--- config.mk ---
export PLATFORM = sky130hd
export DESIGN_NAME = sample_read_arbiter
export DESIGN_NICKNAME = d
export VERILOG_FILES = /design/src/rtl/sample_read_arbiter_pkg.sv /design/src/rtl/tmr_vote.sv /design/src/rtl/sample_read_arbiter.sv
export SDC_FILE = /design/constraint.sdc
export NUM_CORES = 1
export LEC_CHECK = 0
export BUFFER_PORTS_ARGS = -buffer_cell sky130_fd_sc_hd__buf_2
export CAP_MARGIN = 5
export CORE_AREA = 2 2 61 63
export DETAILED_ROUTE_END_ITERATION = 8
export DIE_AREA = 0 0 63 65
export PLACE_DENSITY = 0.47
export SYNTH_ARGS = -nofsm -noshare
export SYNTH_HDL_FRONTEND = slang
export SYNTH_SLANG_ARGS = --single-unit
--- constraint.sdc ---
create_clock -name CLK -period 2.7 [get_ports CLK]
set_input_delay 0.405 -clock CLK [delete_from_list [all_inputs] [get_ports CLK]]
set_output_delay 0.405 -clock CLK [all_outputs]
set_load 0.005 [all_outputs]
--- src/rtl/sample_read_arbiter_pkg.sv ---
// -----------------------------------------------------------------------------
// sample_read_arbiter_pkg
//
// Purpose : Shared definitions for the sample-buffer read-port arbiter and
//           the blocks that talk to it (L1A transfer sequencer, JTAG readout).
//           Holds the state encoding, the default grant timeout, the
//           last-served flag values and the next-state function that each
//           triplicated copy of the arbiter state evaluates.
//
// Contents:
//   arb_state_t      - FSM state encoding (1xx encodings are illegal)
//   TIMEOUT_DEFAULT  - default maximum grant length in cycles
//   LAST_DAQ/JTAG    - values of the round-robin last-served flag
//   TMR_COPIES       - number of redundant register copies
//   arb_next_t       - bundle of next values for one register copy
//   sat_inc()        - 8-bit saturating increment
//   arb_next()       - next-state / next-counter / next-flag computation
// -----------------------------------------------------------------------------
package sample_read_arbiter_pkg;

    typedef enum logic [2:0] {
        ST_IDLE     = 3'b000,
        ST_GNT_DAQ  = 3'b001,
        ST_GNT_JTAG = 3'b010,
        ST_RELEASE  = 3'b011
    } arb_state_t;

    localparam logic [7:0] TIMEOUT_DEFAULT = 8'd200;

    localparam logic LAST_DAQ  = 1'b0;
    localparam logic LAST_JTAG = 1'b1;

    localparam int TMR_COPIES = 3;

    // Next values for one copy of the protected registers.
    typedef struct packed {
        logic [2:0] state;
        logic [7:0] cnt;
        logic       last;
        logic       timeout_err;
    } arb_next_t;

    function automatic logic [7:0] sat_inc(input logic [7:0] value);
        return (value == 8'hFF) ? value : value + 8'd1;
    endfunction

    // All inputs to this function are voted (or primary) values, so every
    // copy that evaluates it computes the same result; a corrupted copy is
    // therefore overwritten with the majority's next value on the next edge.
    //   limit : TIMEOUT-1, the counter value on which a grant is forced off
    //   arb_en: low for the first edge after reset, blocks arbitration
    function automatic arb_next_t arb_next(
        input logic [2:0] st,
        input logic [7:0] cnt,
        input logic       last,
        input logic       daq_elig,
        input logic       jtag_elig,
        input logic       daq_done,
        input logic       jtag_done,
        input logic       arb_en,
        input logic [7:0] limit
    );
        arb_next_t n;
        n.state       = ST_IDLE;
        n.cnt         = 8'd0;
        n.last        = last;
        n.timeout_err = 1'b0;

        case (st)
            ST_IDLE: begin
                if (arb_en) begin
                    // Tie goes to whoever was not served last.
                    if (daq_elig && (!jtag_elig || (last == LAST_JTAG))) begin
                        n.state = ST_GNT_DAQ;
                        n.last  = LAST_DAQ;
                    end else if (jtag_elig) begin
                        n.state = ST_GNT_JTAG;
                        n.last  = LAST_JTAG;
                    end
                end
            end

            ST_GNT_DAQ: begin
                n.cnt = sat_inc(cnt);
                if (daq_done) begin
                    n.state = ST_RELEASE;
                end else if (cnt == limit) begin
                    n.state       = ST_RELEASE;
                    n.timeout_err = 1'b1;
                end else begin
                    n.state = ST_GNT_DAQ;
                end
            end

            ST_GNT_JTAG: begin
                n.cnt = sat_inc(cnt);
                if (jtag_done) begin
                    n.state = ST_RELEASE;
                end else if (cnt == limit) begin
                    n.state       = ST_RELEASE;
                    n.timeout_err = 1'b1;
                end else begin
                    n.state = ST_GNT_JTAG;
                end
            end

            // Release is a single turnaround cycle; illegal codes recover
            // through Idle as well.
            default: begin
                n.state = ST_IDLE;
            end
        endcase

        return n;
    endfunction

endpackage

--- src/rtl/tmr_vote.sv ---
// -----------------------------------------------------------------------------
// tmr_vote
//
// Purpose : Bitwise 2-of-3 majority voter for triplicated registers.
//
// Parameters:
//   WIDTH   - number of bits per copy
// Ports:
//   copy_a  - first register copy
//   copy_b  - second register copy
//   copy_c  - third register copy
//   voted   - per-bit majority of the three copies
// -----------------------------------------------------------------------------
module tmr_vote #(
    parameter int WIDTH = 1
) (
    input  logic [WIDTH-1:0] copy_a,
    input  logic [WIDTH-1:0] copy_b,
    input  logic [WIDTH-1:0] copy_c,
    output logic [WIDTH-1:0] voted
);

    for (genvar gi = 0; gi < WIDTH; gi++) begin : g_bit
        assign voted[gi] = (copy_a[gi] & copy_b[gi])
                         | (copy_a[gi] & copy_c[gi])
                         | (copy_b[gi] & copy_c[gi]);
    end

endmodule

--- src/rtl/sample_read_arbiter.sv ---
// -----------------------------------------------------------------------------
// sample_read_arbiter
//
// Purpose : Arbitrates the sample-buffer read port between the DAQ transfer
//           sequencer and the JTAG readout path. Round-robin on ties, a
//           one-cycle Release turnaround after every grant, and a forced
//           release when a grant exceeds TIMEOUT cycles. State, grant
//           counter and last-served flag are triplicated and voted.
//
// Parameters:
//   TIMEOUT     - maximum grant length in cycles (1..255)
// Ports:
//   CLK         - clock, rising edge active
//   RST_B       - asynchronous active-low reset
//   DAQ_REQ     - DAQ level request, held until granted
//   DAQ_DONE    - one-cycle pulse, DAQ releases the read port
//   JTAG_REQ    - JTAG level request, held until granted
//   JTAG_DONE   - one-cycle pulse, JTAG releases the read port
//   JTAG_MODE   - 1 makes DAQ requests ineligible
//   DAQ_GNT     - DAQ owns the read port
//   JTAG_GNT    - JTAG owns the read port
//   RD_SEL      - read mux select, 0 = DAQ, 1 = JTAG, held outside grants
//   BUSY        - FSM not in Idle
//   TIMEOUT_ERR - one-cycle pulse during a Release caused by timeout
//   XSTATE      - voted state encoding for debug
// -----------------------------------------------------------------------------
module sample_read_arbiter
    import sample_read_arbiter_pkg::*;
#(
    parameter logic [7:0] TIMEOUT = TIMEOUT_DEFAULT
) (
    input  logic       CLK,
    input  logic       RST_B,
    input  logic       DAQ_REQ,
    input  logic       DAQ_DONE,
    input  logic       JTAG_REQ,
    input  logic       JTAG_DONE,
    input  logic       JTAG_MODE,
    output logic       DAQ_GNT,
    output logic       JTAG_GNT,
    output logic       RD_SEL,
    output logic       BUSY,
    output logic       TIMEOUT_ERR,
    output logic [2:0] XSTATE
);

    // Counter value in the last allowed grant cycle.
    localparam logic [7:0] LIMIT = TIMEOUT - 8'd1;

    logic [2:0] state_copy [TMR_COPIES];
    logic [7:0] cnt_copy   [TMR_COPIES];
    logic       last_copy  [TMR_COPIES];
    logic       err_copy   [TMR_COPIES];

    logic [2:0] state_vote;
    logic [7:0] cnt_vote;
    logic       last_vote;
    logic       err_vote;

    logic       daq_elig;
    logic       jtag_elig;
    logic       arb_en_reg;
    logic       rd_sel_reg;

    assign daq_elig  = DAQ_REQ & ~JTAG_MODE;
    assign jtag_elig = JTAG_REQ;

    // Holds arbitration off for the first edge after reset release so that
    // the first grant can only be taken on the second rising edge.
    always_ff @(posedge CLK or negedge RST_B) begin
        if (!RST_B) begin
            arb_en_reg <= 1'b0;
        end else begin
            arb_en_reg <= 1'b1;
        end
    end

    // -------------------------------------------------------------------------
    // Triplicated state: each copy has its own next-state logic, fed only by
    // voted values, and its own register.
    // -------------------------------------------------------------------------
    for (genvar gi = 0; gi < TMR_COPIES; gi++) begin : g_tmr
        logic [2:0] state_reg;
        logic [7:0] cnt_reg;
        logic       last_reg;
        logic       err_reg;
        arb_next_t  nxt;

        // Next-state logic for this copy.
        always_comb begin
            nxt = arb_next(state_vote, cnt_vote, last_vote,
                           daq_elig, jtag_elig, DAQ_DONE, JTAG_DONE,
                           arb_en_reg, LIMIT);
        end

        // State register for this copy.
        always_ff @(posedge CLK or negedge RST_B) begin
            if (!RST_B) begin
                state_reg <= ST_IDLE;
                cnt_reg   <= 8'd0;
                last_reg  <= LAST_JTAG;
                err_reg   <= 1'b0;
            end else begin
                state_reg <= nxt.state;
                cnt_reg   <= nxt.cnt;
                last_reg  <= nxt.last;
                err_reg   <= nxt.timeout_err;
            end
        end

        assign state_copy[gi] = state_reg;
        assign cnt_copy[gi]   = cnt_reg;
        assign last_copy[gi]  = last_reg;
        assign err_copy[gi]   = err_reg;
    end

    tmr_vote #(.WIDTH(3)) u_vote_state (
        .copy_a (state_copy[0]),
        .copy_b (state_copy[1]),
        .copy_c (state_copy[2]),
        .voted  (state_vote)
    );

    tmr_vote #(.WIDTH(8)) u_vote_cnt (
        .copy_a (cnt_copy[0]),
        .copy_b (cnt_copy[1]),
        .copy_c (cnt_copy[2]),
        .voted  (cnt_vote)
    );

    tmr_vote #(.WIDTH(1)) u_vote_last (
        .copy_a (last_copy[0]),
        .copy_b (last_copy[1]),
        .copy_c (last_copy[2]),
        .voted  (last_vote)
    );

    tmr_vote #(.WIDTH(1)) u_vote_err (
        .copy_a (err_copy[0]),
        .copy_b (err_copy[1]),
        .copy_c (err_copy[2]),
        .voted  (err_vote)
    );

    // -------------------------------------------------------------------------
    // Outputs: decoded from the voted state register, so grants are glitch-
    // free and drop as soon as reset clears the state.
    // -------------------------------------------------------------------------
    always_comb begin
        DAQ_GNT  = 1'b0;
        JTAG_GNT = 1'b0;
        RD_SEL   = rd_sel_reg;
        BUSY     = (state_vote != ST_IDLE);
        case (state_vote)
            ST_GNT_DAQ: begin
                DAQ_GNT = 1'b1;
                RD_SEL  = 1'b0;
            end
            ST_GNT_JTAG: begin
                JTAG_GNT = 1'b1;
                RD_SEL   = 1'b1;
            end
            default: begin
            end
        endcase
    end

    // Remembers the last mux select so Release/Idle keep the port steered
    // at the most recent owner.
    always_ff @(posedge CLK or negedge RST_B) begin
        if (!RST_B) begin
            rd_sel_reg <= 1'b0;
        end else begin
            rd_sel_reg <= RD_SEL;
        end
    end

    assign TIMEOUT_ERR = err_vote;
    assign XSTATE      = state_vote;

endmodule

==> out/results.ini, run 1 <==
[outcome]
status = complete, no violations

[setup_path]
path_cells = inv_1, ha_1, mux2_2, buf_2
worstPathRequired_ps = 2300
end_kind = output pin
r2r.worst_path.cells = 4
worstReg2RegStart = g_tmr[2].cnt_reg[0]$_DFFE_PN0P_
cp_top_family = adder cells
path_max_fanout = 8
cp-start-kind = flop
reg2reg_to = g_tmr[2].cnt_reg[4]$_DFFE_PN0P_
cpPeakStageDelay_ps = 410
path_class = flop to output pin
crit_arrival_ps = 1680
startpoint = g_tmr[2].state_reg[0]$_DFF_PN0_
slowest_stage = ha_1
worst-path-buf-inv = 2
rrSetupSlack_ps = 1250

[clock_network]
insertion_delay_ps = 280
path_clk_slew_ps = 90
cts_sinks = 14
root_buffer = clkbuf_4
hold_buffers = 0
ctsResizeCount = 0
numCtsBuffers = 3
clockBufferDepth = 2
cts_setup_buffers = 0
tritoncts = yes
htreeDepth = 1

[floorplan]
placementRows = 22
die_h_um = 65
fp.coreArea_um2 = 3496
start_util_pct = 22.73
io_pins = 15
die_w_um = 63
dieArea_um2 = 4095

[detailed_routing]
wl_mm = 1.601
route.vias.total = 638
wl_per_cell_um = 11.35
drt_iter0_markers = 26
dr.pass1.iters = 4
viasPerCell = 4.525
drc_errors = 0
antenna_left = 0

[timing]
drv_slew = 0
fmax_ghz = 0.4807
finalHoldViolations = 0
period_share_pct = 77.04
tns_ps = 0
rsz0062_at_grt = no
setup_viol = 0
fin_crit_ps = 2080
finClkSkew_ps = 3.742

[place]
dp_hpwl_mm = 1.236
gp_congestion = 0.8042
io_buffers = 13
dpl-instance-area_um2 = 900.9
dp_cells = 137

[yosys]
synth_cell_type_count = 33
yosys-top-cells-area = dfrtp_1 41%, ha_1 7.9%, dfstp_2 3.3%
syn_inst = 78
netlist_area_um2 = 794.5
syn-num-nets = 90
synth_top_cell_by_area = dfrtp_1
synth_top_cell_area_share_pct = 40.94
synth_warnings = 0
synth_seq_area_share_pct = 44.25
ys_ff_latch = 14
avgSynthCellArea_um2 = 10.19

[cells_and_area]
stdcell_area_um2 = 937.1
antennaDiodeCount = 0
fin_cells = 141
largest_register_ffs = 8
layout.nets = 106
fillers = 380
final_layout_size_suffix_gt1_share_pct = 27.96
area.growth.synth_to_final_pct = 17.95

[power_and_ir_drop]
p_leak_nw = 0.4357
power-per-cell-area_nw_per_um2 = 823.5
max-vdd-ir-drop_uv = 183.3

[worst_hold_path]
hold_class = input port to async pin

[job]
max_cap_violations = 0

[global_routing]
grt_max_degree = 15
grt_overflow = 0
grt_pass1_vias = 644
grt_first_pass_wirelength_mm = 2.849
antenna_found_initial = 0
grt_use_total_pct = 9.131

[worst max path at each step]
stage	endpoint	cells past startpoint	slack, ps
floorplan	RD_SEL	3	1120
global placement	RD_SEL	4	980
detailed placement	RD_SEL	4	900
CTS	RD_SEL	4	590
global route	RD_SEL	4	500
finish	RD_SEL	4	620
[metrics by stage]
stage | worst slack, ps | util (%) | power, mW | hold slack [ps]
after global placement | 978.1 | 25.77 | 0.6217 | 326.3
final | 619.8 | 26.81 | 0.7718 | 0.2930
after global routing | 495.4 | 26.81 | 0.8407 | 13.35
after detailed placement | 904.5 | 25.77 | 0.6308 | 329.3
after floorplan | 1119 | - | 0.5164 | 109.4
after CTS | 587.6 | 26.81 | 0.7833 | 15.91
[power by group]
group          switching [mW]  internal (mW)  leakage [nW]
registers              0.0369          0.259         0.184
logic                   0.178          0.146         0.231
clock network          0.0708         0.0821        0.0210
[kinds of logic (layout without fill, tap and decap cells)]
logic type | Yosys count | count (layout) | share of synthesized area (%)
AOI/OAI and AO/OA | 21 | 21 | 17.79
and+or+nand+nor | 25 | 25 | 20.00
DFF | 14 | 14 | 44.25
other | 2 | 2 | 0.9452
muxes | 3 | 3 | 3.937
adders and majority gates | 5 | 5 | 7.874
buffers and inverters | 8 | 23 | 5.197
[Yosys cell counts]
library cell  instances
nor3_1                4
and3_2                2
mux2i_1               2
buf_4                 1
and2_1                1
nand2b_1              3
nor3b_1               1
inv_1                 6
and4_2                1
nand4_2               1
dfstp_2               1
nand4_1               1
o2111ai_1             1
nand2_2               1
buf_6                 1
nor2b_1               1
nand3_2               1
o21ai_0               3
dfrtp_1              13
ha_1                  5
o22ai_1               2
nand2_1               3
a21boi_0              1
conb_1                2
a211oi_1              1
a21o_1                2
nand3_1               4
a41oi_1               2
a31oi_2               1
and4_1                1
a21oi_1               4
a31oi_1               4
mux2_2                1
[cell type report]
cell class | count | area (um^2) | share of cell area [%]
well taps | 48 | 60.06 | 6.409
repair buffers | 13 | 65.06 | 6.943
multi-input cells | 56 | 401.6 | 42.86
clock buffers | 4 | 36.28 | 3.872
flip-flops and latches | 14 | 351.6 | 37.52
inverters | 6 | 22.52 | 2.403
[layout by cell type, fill, tap and decap left out]
cell type	Yosys	final
a31oi_1	4	4
buf_2	0	13
nand2_1	3	3
o21ai_0	3	3
nand4_1	1	1
a21o_1	2	2
and4_2	1	1
a21boi_0	1	1
mux2i_1	2	2
mux2_2	1	1
a211oi_1	1	1
nor2b_1	1	1
dfstp_2	1	1
a41oi_1	2	2
nand3_1	4	4
nand2_2	1	1
and4_1	1	1
dfrtp_1	13	13
clkbuf_4	0	3
ha_1	5	5
nand3_2	1	1
nand2b_1	3	3
nand4_2	1	1
a31oi_2	1	1
nor3_1	4	4
and2_1	1	1
conb_1	2	2
and3_2	2	2
o2111ai_1	1	1
nor3b_1	1	1
clkbuf_8	0	1
a21oi_1	4	4
inv_1	6	6
o22ai_1	2	2
[routing by layer]
layer  vias to the layer above  share of wire (%)  track usage (%)
met2                        23                 48            15.29
met4                         0                2.5            6.667
li1                        314                  -                -
met5                         -                  0                0
met3                         4                6.5            2.431
met1                       297                 43            9.957
Power figures use the tool's default switching activity.
==> run 2: changes to the inputs <==
==> constraint.sdc (replaced) <==
create_clock -name CLK -period 2.03 [get_ports CLK]
set_input_delay 0.3045 -clock CLK [delete_from_list [all_inputs] [get_ports CLK]]
set_output_delay 0.3045 -clock CLK [all_outputs]
set_load 0.005 [all_outputs]
==> run 2 against run 1 <==
Clock skew increased by 3.1 ps. Sequential power rose by 33%. Routed wire length rose by 2.0%. Clock power rose by 29%. Largest power group unchanged.
==> out/results.ini, run 2 (synthesis gave the netlist of run 1 again) <==
[detailed_routing]
wl_mm = 1.633
drc_errors = 0
route.vias.total = 651
antenna_left = 0
viasPerCell = 4.585
wl_per_cell_um = 11.50
dr.pass1.iters = 4
drt_iter0_markers = 12

[clock_network]
cts_sinks = 14
clockBufferDepth = 2
insertion_delay_ps = 270
cts_setup_buffers = 0
path_clk_slew_ps = 90
root_buffer = clkbuf_4
numCtsBuffers = 3
htreeDepth = 1
tritoncts = yes

[floorplan]
start_util_pct = 22.73
io_pins = 15
dieArea_um2 = 4095
die_h_um = 65
placementRows = 22
fp.coreArea_um2 = 3496
die_w_um = 63

[setup_path]
path_cells = inv_1, ha_4, mux2_2, buf_2
rrSetupSlack_ps = 590
reg2reg_to = g_tmr[2].cnt_reg[0]$_DFFE_PN0P_
cp_top_family = flip-flops
cpPeakStageDelay_ps = 400
worst-path-buf-inv = 2
path_class = flop to output pin
cp-start-kind = flop
slowest_stage = dfrtp_1
crit_arrival_ps = 1570
worstReg2RegStart = g_tmr[2].cnt_reg[0]$_DFFE_PN0P_
r2r.worst_path.cells = 4
end_kind = output pin
path_max_fanout = 8
worstPathRequired_ps = 1730

[global_routing]
grt_first_pass_wirelength_mm = 2.891
grt_use_total_pct = 9.327
grt_overflow = 0
antenna_found_initial = 0
grt_pass1_vias = 660
grt_max_degree = 15

[power_and_ir_drop]
p_sw_share_pct = 35.99
max-vdd-ir-drop_uv = 297.3
power.total_mw = 1.066
power-per-cell-area_nw_per_um2 = 1111
combPwrFrac_pct = 44.7
clockPowerShare_pct = 18.5
intPower_mw = 0.6824
p_seq_share_pct = 36.8
power.switching_mw = 0.3837
p_leak_nw = 0.4405

[timing]
fmax_ghz = 0.5332
period_share_pct = 92.38
hold_slack_ps = 327.6
fin_crit_ps = 1875
finClkSkew_ps = 6.828
tns_ps = 0
rsz0062_at_grt = no
finalHoldViolations = 0
setup_viol = 0
setup_slack_ps = 154.6
drv_slew = 0

[cells_and_area]
final_layout_size_suffix_gt1_share_pct = 28.72
antennaDiodeCount = 0
layout.nets = 107
area.growth.synth_to_final_pct = 20.79
largest_register_ffs = 8
layout_common_cells = 13 x dfrtp_1, 13 x buf_2, 6 x inv_1
fin_cells = 142
fillers = 382

[job]
max_cap_violations = 0

[worst_hold_path]
worstHoldStart = JTAG_REQ
whs_path_depth = 3
worstHoldEndpoint = g_tmr[2].last_reg$_DFFE_PN1P_
hold_class = input port to flop

[place]
pre_cts_ws_ps = 348.2
io_buffers = 13
dp_hpwl_mm = 1.242
dp_cells = 137
gp_congestion = 0.8031

[outcome]
status = complete, no violations

==> run 2: layout make-up <==
type / count / area (um^2) / share of cell area, %
Timing Repair Buffer: 14 / 75.07 / 7.823
Multi-Input combinational cell: 56 / 414.1 / 43.16
Tap cell: 48 / 60.06 / 6.258
Clock buffer: 4 / 36.28 / 3.781
Inverter: 6 / 22.52 / 2.347
Sequential cell: 14 / 351.6 / 36.64
==> run 2: how the worst max path moves through the flow <==
stage	from	endpoint	cells after the start
after global placement	g_tmr[2].state_reg[0]$_DFF_PN0_	RD_SEL	4
after floorplan	g_tmr[2].state_reg[0]$_DFF_PN0_	RD_SEL	3
after CTS	g_tmr[2].state_reg[0]$_DFF_PN0_	RD_SEL	4
after global routing	g_tmr[2].state_reg[0]$_DFF_PN0_	RD_SEL	4
after detailed placement	g_tmr[2].state_reg[0]$_DFF_PN0_	RD_SEL	4
final	g_tmr[2].state_reg[0]$_DFF_PN0_	RD_SEL	4
==> run 2: metal layers <==
layer / share of wire (%) / GRT usage, % / routed length (um)
met1: 43 / 10.10 / 698
met2: 51 / 16.36 / 826
met3: 5.1 / 2.257 / 84
met4: 1.4 / 5.833 / 23
met5: 0 / 0 / 0
==> run 2: timing repair <==
item	CTS	global route
gates resized for setup	0	2
hold buffers	1	0
endpoints found under the setup margin	0	1
endpoints found under the hold margin	13	0
==> run 2: worst register-to-register path, cell delays in order (launching register included) <==
cell and delay [ps]:
dfrtp_1 390, ha_1 300, and4_1 390, a21boi_0 130, nor3_1 150
==> run 2: power by group through the flow <==
stage                     Sequential, mW  Clock [mW]  Combinational (mW)
after floorplan                    0.391           0               0.296
after global placement             0.395           0               0.433
after detailed placement           0.398           0               0.443
after CTS                          0.392       0.206               0.444
after global routing               0.405       0.224               0.542
final                              0.393       0.197               0.477
==> run 2: stage by stage <==
step | cell area (um^2) | util [%]
CTS | 947.2 | 27.09
floorplan | 794.5 | -
detailed placement | 900.9 | 25.77
global placement | 900.9 | 25.77
global route | 959.7 | 27.45
finish | 959.7 | 27.45
==> run 3: changes to the inputs <==
--- a/config.mk
+++ b/config.mk
@@ -7,10 +7,11 @@
 export LEC_CHECK = 0
 export BUFFER_PORTS_ARGS = -buffer_cell sky130_fd_sc_hd__buf_2
 export CAP_MARGIN = 5
-export CORE_AREA = 2 2 61 63
+export CORE_AREA = 2 2 46 48
+export CTS_CLUSTER_DIAMETER = 60
 export DETAILED_ROUTE_END_ITERATION = 8
-export DIE_AREA = 0 0 63 65
-export PLACE_DENSITY = 0.47
+export DIE_AREA = 0 0 48 50
+export PLACE_DENSITY = 0.7
 export SYNTH_ARGS = -nofsm -noshare
 export SYNTH_HDL_FRONTEND = slang
 export SYNTH_SLANG_ARGS = --single-unit
==> run 3 against run 2 <==
Non-clock buffer count up 1. Global-route usage rose by 7.4 points. Largest power group unchanged. Clock-buffer cell count unchanged. Core utilization grew 21 points. Worst hold slack worse by 0.98 ps. Clock skew fell by 6.1 ps. Critical path depth did not move. Sequential share of layout area grew 1.1 points. Via count shrank 0.46%. Largest cell class unchanged. Register-to-register slack better by 20 ps. Worst setup slack worse by 71 ps. Routed wire length fell by 1.0%.
==> out/results.ini, run 3 (synthesis gave the netlist of run 1 again) <==
[outcome]
status = complete, no violations

[global_routing]
grt_pass1_vias = 620
grt_use_total_pct = 16.73
grt_max_degree = 15
antenna_found_initial = 0
grt_first_pass_wirelength_mm = 2.815
grt_overflow = 0

[cells_and_area]
layout_common_cells = 13 x dfrtp_1, 13 x buf_2, 6 x inv_1
area.growth.synth_to_final_pct = 17.17
antennaDiodeCount = 0
ff_latch_area_um2 = 351.6
layout.nets = 108
final_layout_size_suffix_gt1_share_pct = 29.47
fin_cells = 122
largest_register_ffs = 8
stdcell_area_um2 = 930.9
multi_input_area_um2 = 404.1
fillers = 180

[power_and_ir_drop]
p_seq_share_pct = 37.0
power.switching_mw = 0.3924
clockPowerShare_pct = 19.2
p_leak_nw = 0.4437
combPwrFrac_pct = 43.8
power-per-cell-area_nw_per_um2 = 1138
intPower_mw = 0.6669
max-vdd-ir-drop_uv = 610.4
p_sw_share_pct = 37.04

[clock_network]
cts_sinks = 14
root_buffer = clkbuf_4
clockBufferDepth = 2
numCtsBuffers = 3
path_clk_slew_ps = 80
htreeDepth = 1
tritoncts = yes
insertion_delay_ps = 290

[timing]
finClkSkew_ps = 0.7717
drv_slew = 0
tns_ps = 0
finalHoldViolations = 0
fin_crit_ps = 1946
rsz0062_at_grt = no
setup_slack_ps = 84.09
hold_slack_ps = 326.6
fmax_ghz = 0.5139
setup_viol = 0
period_share_pct = 95.86

[worst_hold_path]
whs_path_depth = 3
hold_class = input port to flop

[place]
dp_cells = 116
dp_hpwl_mm = 1.209
io_buffers = 13
gp_congestion = 0.8091
pre_cts_ws_ps = 351.9
dpl-instance-area_um2 = 874.6

[detailed_routing]
wl_mm = 1.616
route.vias.total = 648
antenna_left = 0
dr.pass1.iters = 4
wl_per_cell_um = 13.25
drc_errors = 0
viasPerCell = 5.311
drt_iter0_markers = 21

[setup_path]
path_class = flop to output pin
r2r.worst_path.cells = 4
path_cells = inv_1, ha_2, mux2_2, buf_2
slowest_stage = ha_2
crit_arrival_ps = 1640
worstPathRequired_ps = 1730
path_max_fanout = 8
cpPeakStageDelay_ps = 400
end_kind = output pin
cp-start-kind = flop

[job]
max_cap_violations = 0

[floorplan]
die_w_um = 48
fp.coreArea_um2 = 1902
io_pins = 15
start_util_pct = 41.78
placementRows = 16
die_h_um = 50
dieArea_um2 = 2400

-- run 3: cell count changes in the layout (fill, tap and decap cells not counted), sizes merged --
cell / previous run / this run
buf: 13 / 14
-- run 3: area by class of cell --
cell class | instances | share of cell area (%)
Clock buffer | 4 | 3.898
Inverter | 6 | 2.419
Multi-Input combinational cell | 56 | 43.41
Sequential cell | 14 | 37.77
Tap cell | 27 | 3.629
Timing Repair Buffer | 15 | 8.871
-- run 3: per-stage QoR --
step | util, % | total power [mW]
after floorplan | - | 0.6869
after global placement | 45.99 | 0.8154
after detailed placement | 45.99 | 0.8403
after CTS | 48.42 | 1.045
after global routing | 48.95 | 1.148
final | 48.95 | 1.059
-- run 3: path summary, 6_finish.rpt --
check,start,end,slack [ps]
hold / removal,JTAG_DONE,g_tmr[2].state_reg[0]$_DFF_PN0_,330
setup / recovery,g_tmr[2].state_reg[1]$_DFF_PN0_,RD_SEL,80
setup reg to reg,g_tmr[2].cnt_reg[0]$_DFFE_PN0P_,g_tmr[2].cnt_reg[4]$_DFFE_PN0P_,610
max in group asynchronous,RST_B,g_tmr[2].last_reg$_DFFE_PN1P_,1320
min in group asynchronous,RST_B,g_tmr[2].cnt_reg[1]$_DFFE_PN0P_,430
hold reg to reg,rd_sel_reg$_DFF_PN0_,rd_sel_reg$_DFF_PN0_,510
-- run 3: worst max-delay path: cells and delay by family, from the launching register on --
kind / cells / cell delay, ps
fa+ha+maj: 1 / 400
flops: 1 / 390
mux: 1 / 360
buf+inv: 2 / 210
-- run 3: repair_timing --
action,4_1_cts,5_1_grt
setup buffers,0,1
setup endpoints to repair,0,1
hold endpoints to repair,13,0
hold buffers,1,0
gates resized for setup,0,1
-- run 3: per-layer routing --
metal | vias up | global-route usage [%] | routed length (um)
li1 | 316 | - | -
met1 | 309 | 23.43 | 711
met2 | 19 | 24.67 | 819
met3 | 4 | 2.198 | 51
met4 | 0 | 8.108 | 34
met5 | - | 0 | 0
-- run 3: power groups by stage --
stage	clock, mW	sequential, mW	combinational [mW]
final	0.204	0.392	0.464
after global routing	0.218	0.401	0.530
after CTS	0.209	0.395	0.442
after detailed placement	0	0.402	0.439
after global placement	0	0.393	0.423
after floorplan	0	0.391	0.296
